--- src/rtl/muldiv_sequencer.sv ---
// muldiv_sequencer: iterative signed multiply / restoring divide on magnitudes with sign fix-up into HI/LO.
// Optional MULDIV_DIVZERO_FAST_EN adds the Div0 output and a short divide-by-zero path.
module muldiv_sequencer #(
  parameter int WIDTH = 32
) (
  input  logic             Clock,
  input  logic             Reset,
  input  logic             Start,
  input  logic             Op,
  input  logic [WIDTH-1:0] A,
  input  logic [WIDTH-1:0] B,
  output logic             Busy,
  output logic             Done,
  output logic [WIDTH-1:0] HI,
  output logic [WIDTH-1:0] LO
`ifdef MULDIV_DIVZERO_FAST_EN
  ,
  output logic             Div0
`endif
);
  localparam int CW = $clog2(WIDTH + 1);
  typedef enum logic [2:0] {S_IDLE, S_PREP, S_ITER, S_FIX, S_DONE} state_t;
  state_t r_state;
  logic r_op, r_sq, r_sr;
  logic [WIDTH-1:0] r_a, r_b;
  logic [2*WIDTH:0] r_acc;
  logic [CW-1:0] r_cnt;
`ifdef MULDIV_DIVZERO_FAST_EN
  logic r_fz;
`endif
  logic [WIDTH-1:0] w_abs_a, w_abs_b, w_quo, w_rem;
  logic [WIDTH:0] w_mup, w_trial;
  logic [2*WIDTH:0] w_mstep, w_dstep;
  logic [2*WIDTH-1:0] w_prod;
  logic w_b0;
  assign w_abs_a = r_a[WIDTH-1] ? -r_a : r_a;
  assign w_abs_b = r_b[WIDTH-1] ? -r_b : r_b;
  assign w_b0 = ~|r_b;
  // Multiplier bits are consumed from bit 0 while the product fills in from the top, carry included.
  assign w_mup = r_acc[2*WIDTH:WIDTH] + (r_acc[0] ? {1'b0, r_b} : '0);
  assign w_mstep = {1'b0, w_mup, r_acc[WIDTH-1:1]};
  // Divide: shifted remainder minus divisor; a clear top bit means the trial subtraction fits.
  assign w_trial = r_acc[2*WIDTH-1:WIDTH-1] - {1'b0, r_b};
  assign w_dstep = w_trial[WIDTH] ? {r_acc[2*WIDTH-1:0], 1'b0} : {w_trial, r_acc[WIDTH-2:0], 1'b1};
  assign w_prod = r_sq ? -r_acc[2*WIDTH-1:0] : r_acc[2*WIDTH-1:0];
  assign w_quo = r_sq ? -r_acc[WIDTH-1:0] : r_acc[WIDTH-1:0];
  assign w_rem = r_sr ? -r_acc[2*WIDTH-1:WIDTH] : r_acc[2*WIDTH-1:WIDTH];
  always_ff @(posedge Clock or posedge Reset) begin
    if (Reset) begin
      r_state <= S_IDLE;
      r_op <= 1'b0;
      r_sq <= 1'b0;
      r_sr <= 1'b0;
      r_a <= '0;
      r_b <= '0;
      r_acc <= '0;
      r_cnt <= '0;
      Busy <= 1'b0;
      Done <= 1'b0;
      HI <= '0;
      LO <= '0;
`ifdef MULDIV_DIVZERO_FAST_EN
      r_fz <= 1'b0;
      Div0 <= 1'b0;
`endif
    end else begin
      Done <= r_state == S_DONE;
`ifdef MULDIV_DIVZERO_FAST_EN
      Div0 <= r_state == S_DONE && r_fz;
`endif
      case (r_state)
        S_IDLE: if (Start) begin
          r_op <= Op;
          r_a <= A;
          r_b <= B;
          Busy <= 1'b1;
          r_state <= S_PREP;
        end
        S_PREP: begin
          r_sq <= r_a[WIDTH-1] ^ r_b[WIDTH-1];
          r_sr <= r_a[WIDTH-1];
          r_b <= w_abs_b;
          r_acc <= {{(WIDTH+1){1'b0}}, w_abs_a};
          r_cnt <= CW'(WIDTH);
          r_state <= S_ITER;
`ifdef MULDIV_DIVZERO_FAST_EN
          r_fz <= r_op && w_b0;
          if (r_op && w_b0) begin
            HI <= r_a;
            LO <= '1;
            r_state <= S_DONE;
          end
`endif
        end
        S_ITER: begin
          r_acc <= r_op ? w_dstep : w_mstep;
          r_cnt <= r_cnt - CW'(1);
          if (r_cnt == CW'(1)) r_state <= S_FIX;
        end
        S_FIX: begin
          if (!r_op) {HI, LO} <= w_prod;
          else if (w_b0) begin
            HI <= r_a;
            LO <= '1;
          end else begin
            HI <= w_rem;
            LO <= w_quo;
          end
          r_state <= S_DONE;
        end
        S_DONE: begin
          Busy <= 1'b0;
          r_state <= S_IDLE;
        end
        default: r_state <= S_IDLE;
      endcase
    end
  end
endmodule

--- config.mk ---
export PLATFORM = sky130hd
export DESIGN_NAME = muldiv_sequencer
export DESIGN_NICKNAME = d
export VERILOG_FILES = /design/src/rtl/muldiv_sequencer.sv
export SDC_FILE = /design/constraint.sdc
export NUM_CORES = 1
export LEC_CHECK = 0
export ABC_AREA = 1
export CAP_MARGIN = 15
export CORE_MARGIN = 5
export CORE_UTILIZATION = 55
export DETAILED_ROUTE_END_ITERATION = 8
export HOLD_SLACK_MARGIN = 0.15
export PLACE_DENSITY = 0.78
export RECOVER_POWER = 100
export SETUP_SLACK_MARGIN = 0.3
export SYNTH_ARGS = -nofsm -noshare
export SYNTH_HDL_FRONTEND = slang
export SYNTH_SLANG_ARGS = --single-unit
--- constraint.sdc ---
create_clock -name Clock -period 7.05 [get_ports Clock]
set_clock_uncertainty 0.2 [all_clocks]
set_input_delay 1.0575 -clock Clock [delete_from_list [all_inputs] [get_ports Clock]]
set_output_delay 1.0575 -clock Clock [all_outputs]
set_load 0.005 [all_outputs]
==> out/qor.txt, run 1 <==
==================================================================================================
Status .............................................................................. finished with violations
Violated checks ..................................................................... capacitance limit, slew limit
Source-to-sink clock delay at the later pin of the worst-skew pair ..................      0.56 ns
Clock transition time at the flip-flop clock pins of the worst setup and hold paths .      0.06 ns
I/O pin cnt .........................................................................          134
WP data arrival .....................................................................      5.46 ns
Most repeated cell in the gate-level netlist after synthesis ........................ sky130_fd_sc_hd__nand2_1
Critical path type ..................................................................   reg -> reg
Overall power of the completed layout ...............................................      11.7 mW
Number of unique standard cell types used by synthesis ..............................           52
Cell type with the largest total area after synthesis ............................... sky130_fd_sc_hd__dfrtp_1
Startpoint kind of the worst setup timing path ......................................    flip-flop
Worst slack at placement ............................................................      3.23 ns
Final routed DRC violation total ....................................................            0
Count of routing violations after the opening detailed-route iteration ..............         2993
Commonest cells in the synthesized netlist .......................................... sky130_fd_sc_hd__nand2_1, sky130_fd_sc_hd__inv_1, sky130_fd_sc_hd__nor2_1
Max Buffers Root-to-Sink ............................................................            3
Number of synthesis warnings ........................................................            0
Final setup margin ..................................................................      1.82 ns
Vertical die dimension ..............................................................       197 µm
Standby leakage power ...............................................................      11.1 nW
# setup viols final .................................................................            0
Core Area ...........................................................................    34500 µm²
Number of max-slew violations in the final report ...................................          177
Drt via density .....................................................................         5.94
Start of the worst register-to-register path ........................................   r_state[2]
Worst ir drop on vdd ................................................................       561 µV
Starting Density ....................................................................        0.558
Power density over the cells ........................................................   541 nW/µm²
Hold-fix buffer count after cts .....................................................            0
Hold-critical path endpoint .........................................................       HI[10]
Post-synthesis async set-or-reset flop share ........................................         1.00
Worst hold-check slack ..............................................................     0.285 ns
R2r endpoint ........................................................................    r_acc[13]
Critical hold path startpoint .......................................................       HI[10]
Filler Cell Count ...................................................................         3270
Total routing usage reported by global routing ......................................        0.389
Path depth of the worst reg2reg path ................................................            9
Std cell rows .......................................................................           68
CP max FO ...........................................................................           50
Grt ovf .............................................................................            0
Post-layout util ....................................................................        0.625
Total via count in the routed design ................................................        22600
Setup repair after global routing missed its margin .................................        false
Remaining antenna violation count after routing .....................................            0
Average wire length per cell after detail routing ...................................      20.7 µm
Maximum number of pins on one net before global-route repair ........................          125
Relative slew slack .................................................................       -0.687
Post-Layout Inst Area ...............................................................    21600 µm²
Slew at the pin closest to its max-slew limit .......................................      2.53 ns
Portion of synthesized cell area occupied by the leading cell type ..................        0.269
Final Hold Viols ....................................................................            0
Top area cells in the synthesized netlist ........................................... sky130_fd_sc_hd__dfrtp_1, sky130_fd_sc_hd__nand2_1, sky130_fd_sc_hd__inv_1
Top achievable clock speed ..........................................................      191 MHz
Register-to-Register Setup Slack ....................................................      1.82 ns
Type of the tightest min-delay check ................................................   reg -> reg
Gate Count Post-Synth ...............................................................         3257
Period Utilization, post-route ......................................................        0.742
Wire length of the first global-routing pass ........................................    118000 µm
Commonest register cell after synthesis ............................................. sky130_fd_sc_hd__dfrtp_1
# resized after CTS .................................................................            0
CTS tree ............................................................................         done
Mean area per synthesized cell ......................................................     5.92 µm²
Final Critical Period ...............................................................      5.23 ns
Share of layout cells above drive strength 1 ........................................       0.0270
Max capacitance violation total .....................................................            4
Die area ............................................................................    38900 µm²
Initial DRT Pass Iterations .........................................................            6
Number of buffers added by the clock tree synthesis step ............................           24
Placed wire-length estimate .........................................................     61100 µm
Routed wire length ..................................................................     78700 µm
Number of nets in the synthesized netlist ...........................................         3398
Global placement routability congestion .............................................         1.08
Area after detailed placement .......................................................    20800 µm²
Aggregate negative setup slack ......................................................         0 ns
Root Buffer Master .................................................................. sky130_fd_sc_hd__clkbuf_16
Critical path capture point type ....................................................    flip-flop
Count of buffers added by post-CTS timing repair for setup ..........................            0
Area overhead of the layout relative to synthesis ...................................        12.0%
Flip-flop and latch count after synthesis ...........................................          207
Placed Cells ........................................................................         3749
Number of levels the H-tree was split into ..........................................            1
Number of enable flip-flop cells after synthesis ....................................            0
Post-route non-filler standard cell count ...........................................         3794
Port buffer count ...................................................................          133
Post-synth design cell area .........................................................    19300 µm²
Number of sinks driven by the clock tree ............................................          207
Number of antenna violations at the first check in global routing ...................            1
Seq/Total Area, Yosys ...............................................................        0.269
Number of global-route vias before repair ...........................................        20300
Number of inserted diodes ...........................................................            0
Worst hold path cell count ..........................................................            2
Total number of nets in the final design ............................................         3463
Horiz. Die Dim ......................................................................       197 µm
Worst Path Required .................................................................      7.28 ns
==================================================================================================
layer usage:
metal  track usage  wire [µm]
met1         0.596      33000
met2         0.516      29900
met3         0.133      13100
met4         0.104       2600
met5             0         13
worst max path at each step:
stage / startpoint / to / slack [ns] / depth (start not counted)
final: r_state[2] / r_acc[13] / 1.82 / 9
after global routing: r_state[2] / r_acc[13] / 1.68 / 9
after CTS: r_b[11] / r_acc[38] / 3.21 / 17
after detailed placement: Start / r_b[31] / 3.23 / 8
after global placement: Start / r_b[31] / 3.32 / 8
after floorplan: Reset / Busy / 3.11 / 1
placed cells by master (no fill, tap or decap), types with 4 or more instances in the layout:
master,instances
sky130_fd_sc_hd__nand2_1,1156
sky130_fd_sc_hd__inv_1,427
sky130_fd_sc_hd__nor2_1,365
sky130_fd_sc_hd__nand3_1,270
sky130_fd_sc_hd__dfrtp_1,205
sky130_fd_sc_hd__a21oi_1,172
sky130_fd_sc_hd__o21ai_0,160
sky130_fd_sc_hd__ha_1,71
sky130_fd_sc_hd__dlygate4sd3_1,67
sky130_fd_sc_hd__clkdlybuf4s50_1,66
sky130_fd_sc_hd__xor2_1,55
sky130_fd_sc_hd__a31oi_1,51
sky130_fd_sc_hd__a22oi_1,36
sky130_fd_sc_hd__nand4_1,34
sky130_fd_sc_hd__o211ai_1,25
sky130_fd_sc_hd__clkbuf_16,24
sky130_fd_sc_hd__nor3_1,21
sky130_fd_sc_hd__xnor2_1,15
sky130_fd_sc_hd__buf_4,12
sky130_fd_sc_hd__nor2_2,11
sky130_fd_sc_hd__o21bai_1,9
sky130_fd_sc_hd__clkbuf_1,9
sky130_fd_sc_hd__inv_2,8
sky130_fd_sc_hd__nand3b_1,5
sky130_fd_sc_hd__nor2_4,4
sky130_fd_sc_hd__o22ai_1,4
sky130_fd_sc_hd__o21ai_1,4
critical path: stages, from the launching register on:
cell	delay, ns
sky130_fd_sc_hd__dfrtp_1	0.45
sky130_fd_sc_hd__nor3_1	0.90
sky130_fd_sc_hd__inv_1	0.56
sky130_fd_sc_hd__nand2_1	0.16
sky130_fd_sc_hd__clkbuf_1	1.80
sky130_fd_sc_hd__inv_1	0.09
sky130_fd_sc_hd__buf_4	0.39
sky130_fd_sc_hd__a21oi_1	0.20
sky130_fd_sc_hd__o31ai_1	0.15
sky130_fd_sc_hd__o21ai_0	0.16
logic make-up (layout without fill, tap and decap cells):
group           after synthesis  in the layout  synth area share
fa+ha+maj                    73             73            0.0482
buf+inv                     551            633             0.111
simple gates               1880           1880             0.400
compound gates              476            476             0.140
flops                       207            207             0.269
xor+xnor                     70             70            0.0318
layout make-up:
class                      instances  area [µm²]  share of cell area
timing repair buffer             151        1510              0.0698
tap                              455         569              0.0264
inverter                         439        1650              0.0764
sequential                       207        5180               0.240
clock inverter                    11         164             0.00759
clock buffer                      32         651              0.0301
multi-input combinational       2499       11900               0.550
registers in the layout, indices dropped and copies added, names as in the netlist, 3 cells and up:
name     count
r_acc       65
HI          32
LO          32
r_a         32
r_b         32
r_cnt        6
r_state      3
where the power goes:
group,total [mW],switching [mW],leakage (nW),internal (mW)
registers,2.63,0.863,2.47,1.77
logic,7.73,5.33,8.27,2.39
clock network,1.33,0.559,0.384,0.766
total,11.7,6.76,11.1,4.93
Note: power is estimated with default switching activity, not from simulation.
==> run 2: changes to the inputs <==
--- a/config.mk
+++ b/config.mk
@@ -11,7 +11,7 @@
 export CORE_UTILIZATION = 55
 export DETAILED_ROUTE_END_ITERATION = 8
 export HOLD_SLACK_MARGIN = 0.15
-export PLACE_DENSITY = 0.78
+export PLACE_DENSITY = 0.75
 export RECOVER_POWER = 100
 export SETUP_SLACK_MARGIN = 0.3
 export SYNTH_ARGS = -nofsm -noshare
==> constraint.sdc (replaced) <==
create_clock -name Clock -period 5 [get_ports Clock]
set_clock_uncertainty 0.2 [all_clocks]
set_input_delay 0.75 -clock Clock [delete_from_list [all_inputs] [get_ports Clock]]
set_output_delay 0.75 -clock Clock [all_outputs]
set_load 0.005 [all_outputs]
==> run 2 against run 1 <==
  * The flow still finishes with violations (capacitance limit, slew limit)
  * Via count is 0.96% higher
  * Routed wire length is 2.3% higher
  * Die area stayed put
  * Sequential power is 44% higher
  * Global-route usage is 0.89 points higher
  * Fmax is 15% higher
  * Largest power group unchanged
  * Highest routed layer unchanged
==> out/qor.txt, run 2 (same netlist as run 1, synthesis figures left out) <==
==================================================================================================
Number of sinks driven by the clock tree ............................................          207   unchanged
Aggregate negative setup slack ......................................................         0 ns   unchanged
Root Buffer Master .................................................................. sky130_fd_sc_hd__clkbuf_16   unchanged
Max Buffers Root-to-Sink ............................................................            3   unchanged
Horiz. Die Dim ......................................................................       197 µm   unchanged
Startpoint kind of the worst setup timing path ......................................    flip-flop   unchanged
Remaining antenna violation count after routing .....................................            0   unchanged
Status .............................................................................. finished with violations   unchanged
Final Critical Period ...............................................................      4.54 ns   was 5.23 ns
Post-route non-filler standard cell count ...........................................         3802   was 3794
Share of layout cells above drive strength 1 ........................................       0.0290   was 0.0270
Area overhead of the layout relative to synthesis ...................................        12.8%   was 12.0%
Total number of nets in the final design ............................................         3468   was 3463
Critical path type ..................................................................   reg -> reg   unchanged
Final routed DRC violation total ....................................................            0   unchanged
WP data arrival .....................................................................      4.80 ns   was 5.46 ns
Period Utilization, post-route ......................................................        0.908   was 0.742
Vertical die dimension ..............................................................       197 µm   unchanged
Routed wire length ..................................................................     80500 µm   was 78700 µm
Path depth of the worst reg2reg path ................................................           11   was 9
Final Hold Viols ....................................................................            0   unchanged
Max capacitance violation total .....................................................            6   was 4
Placed Cells ........................................................................         3754   was 3749
Placed wire-length estimate .........................................................     61700 µm   was 61100 µm
Most common library cell in the layout ignoring fill and taps ....................... sky130_fd_sc_hd__nand2_1   unchanged
Starting Density ....................................................................        0.558   unchanged
# resized after CTS .................................................................            0   unchanged
Power density over the cells ........................................................   775 nW/µm²   was 541 nW/µm²
Count of buffers added by post-CTS timing repair for setup ..........................            0   unchanged
Source-to-sink clock delay at the later pin of the worst-skew pair ..................      0.55 ns   was 0.56 ns
Relative slew slack .................................................................       -0.735   was -0.687
Standby leakage power ...............................................................      11.2 nW   was 11.1 nW
Most used cells in the layout excluding fill and tap cells .......................... sky130_fd_sc_hd__nand2_1, sky130_fd_sc_hd__inv_1, sky130_fd_sc_hd__nor2_1   unchanged
Total via count in the routed design ................................................        22800   was 22600
Filler Cell Count ...................................................................         3234   was 3270
Clock transition time at the flip-flop clock pins of the worst setup and hold paths .      0.07 ns   was 0.06 ns
Number of antenna violations at the first check in global routing ...................            4   was 1
Drt via density .....................................................................         5.99   was 5.94
Number of levels the H-tree was split into ..........................................            1   unchanged
Global placement routability congestion .............................................         1.06   was 1.08
Number of global-route vias before repair ...........................................        20600   was 20300
Number of max-slew violations in the final report ...................................          252   was 177
CTS tree ............................................................................         done   unchanged
Std cell rows .......................................................................           68   unchanged
Port buffer count ...................................................................          133   unchanged
CP max FO ...........................................................................           33   was 50
Core Area ...........................................................................    34500 µm²   unchanged
Critical path capture point type ....................................................    flip-flop   unchanged
Wire length of the first global-routing pass ........................................    121000 µm   was 118000 µm
Die area ............................................................................    38900 µm²   unchanged
# setup viols final .................................................................            0   unchanged
Count of routing violations after the opening detailed-route iteration ..............         3294   was 2993
Type of the tightest min-delay check ................................................   reg -> reg   unchanged
Maximum number of pins on one net before global-route repair ........................           98   was 125
Worst Path Required .................................................................      5.26 ns   was 7.28 ns
Total routing usage reported by global routing ......................................        0.398   was 0.389
Slew at the pin closest to its max-slew limit .......................................      2.60 ns   was 2.53 ns
Setup repair after global routing missed its margin .................................        false   unchanged
Largest reg by FF count .............................................................        r_acc   unchanged
Average wire length per cell after detail routing ...................................      21.2 µm   was 20.7 µm
Initial DRT Pass Iterations .........................................................            7   was 6
Grt ovf .............................................................................            0   unchanged
Max reg flops .......................................................................           65   unchanged
Violated checks ..................................................................... capacitance limit, slew limit   unchanged
Top achievable clock speed ..........................................................      220 MHz   was 191 MHz
Number of buffers added by the clock tree synthesis step ............................           25   was 24
Hold-fix buffer count after cts .....................................................            0   unchanged
Worst hold path cell count ..........................................................            2   unchanged
Worst ir drop on vdd ................................................................       695 µV   was 561 µV
I/O pin cnt .........................................................................          134   unchanged
==================================================================================================
==> run 2: worst paths after layout <==
check	from	endpoint	slack, ns
min in group asynchronous	Reset	r_acc[60]	0.87
max in group asynchronous	Reset	r_a[12]	2.57
min	HI[1]	HI[1]	0.27
min reg2reg	HI[1]	HI[1]	0.27
max reg2reg	r_acc[0]	HI[5]	0.46
max	r_acc[0]	HI[5]	0.46
==> run 2: per-stage QoR <==
| stage | hold WS (ns) | setup slack (ns) | utilization | area [µm²] | total power, mW |
|---|---|---|---|---|---|
| global placement | 0.264 | 1.28 | 0.605 | 20900 | 13.9 |
| global route | 0.305 | 0.428 | 0.629 | 21700 | 17.9 |
| floorplan | 0.257 | 1.36 | - | 19300 | 10.4 |
| detailed placement | 0.265 | 1.27 | 0.605 | 20900 | 14.2 |
| finish | 0.274 | 0.461 | 0.630 | 21700 | 16.9 |
| CTS | 0.280 | 1.25 | 0.632 | 21800 | 16.4 |
==> run 2: power by group <==
group,switching (mW),internal [mW]
clock network,0.801,1.30
registers,1.30,2.49
logic,7.60,3.38
==> run 2: routing by layer <==
layer | GRT usage | up-vias | part of all wire | wire, µm
li1 | - | 10500 | - | -
met1 | 0.590 | 10400 | 0.42 | 33400
met2 | 0.527 | 1632 | 0.38 | 30400
met3 | 0.160 | 214 | 0.17 | 13500
met4 | 0.117 | 2 | 0.039 | 3180
met5 | 0 | - | 0.00024 | 19
==> run 2: cell type report <==
| cell class | count | area (µm²) | share of cell area |
|---|---|---|---|
| multi-input combinational | 2499 | 11900 | 0.546 |
| sequential | 207 | 5180 | 0.238 |
| inverter | 439 | 1650 | 0.0759 |
| timing repair buffer | 155 | 1530 | 0.0705 |
| clock buffer | 28 | 647 | 0.0297 |
| tap | 455 | 569 | 0.0262 |
| clock inverter | 17 | 284 | 0.0131 |
| antenna | 2 | 5.00 | 0.000230 |
==> run 2: critical path, cell delays in order, from the launching register on <==
cell,delay (ns)
sky130_fd_sc_hd__dfrtp_1,0.84
sky130_fd_sc_hd__inv_1,0.59
sky130_fd_sc_hd__nand3_1,0.23
sky130_fd_sc_hd__nor2_1,0.14
sky130_fd_sc_hd__nand2_1,0.15
sky130_fd_sc_hd__o21ai_0,1.21
sky130_fd_sc_hd__nand2_1,0.17
sky130_fd_sc_hd__nand2_1,0.12
sky130_fd_sc_hd__nand2_1,0.05
sky130_fd_sc_hd__o21ai_1,0.45
sky130_fd_sc_hd__nand2_1,0.16
sky130_fd_sc_hd__nand2_1,0.13
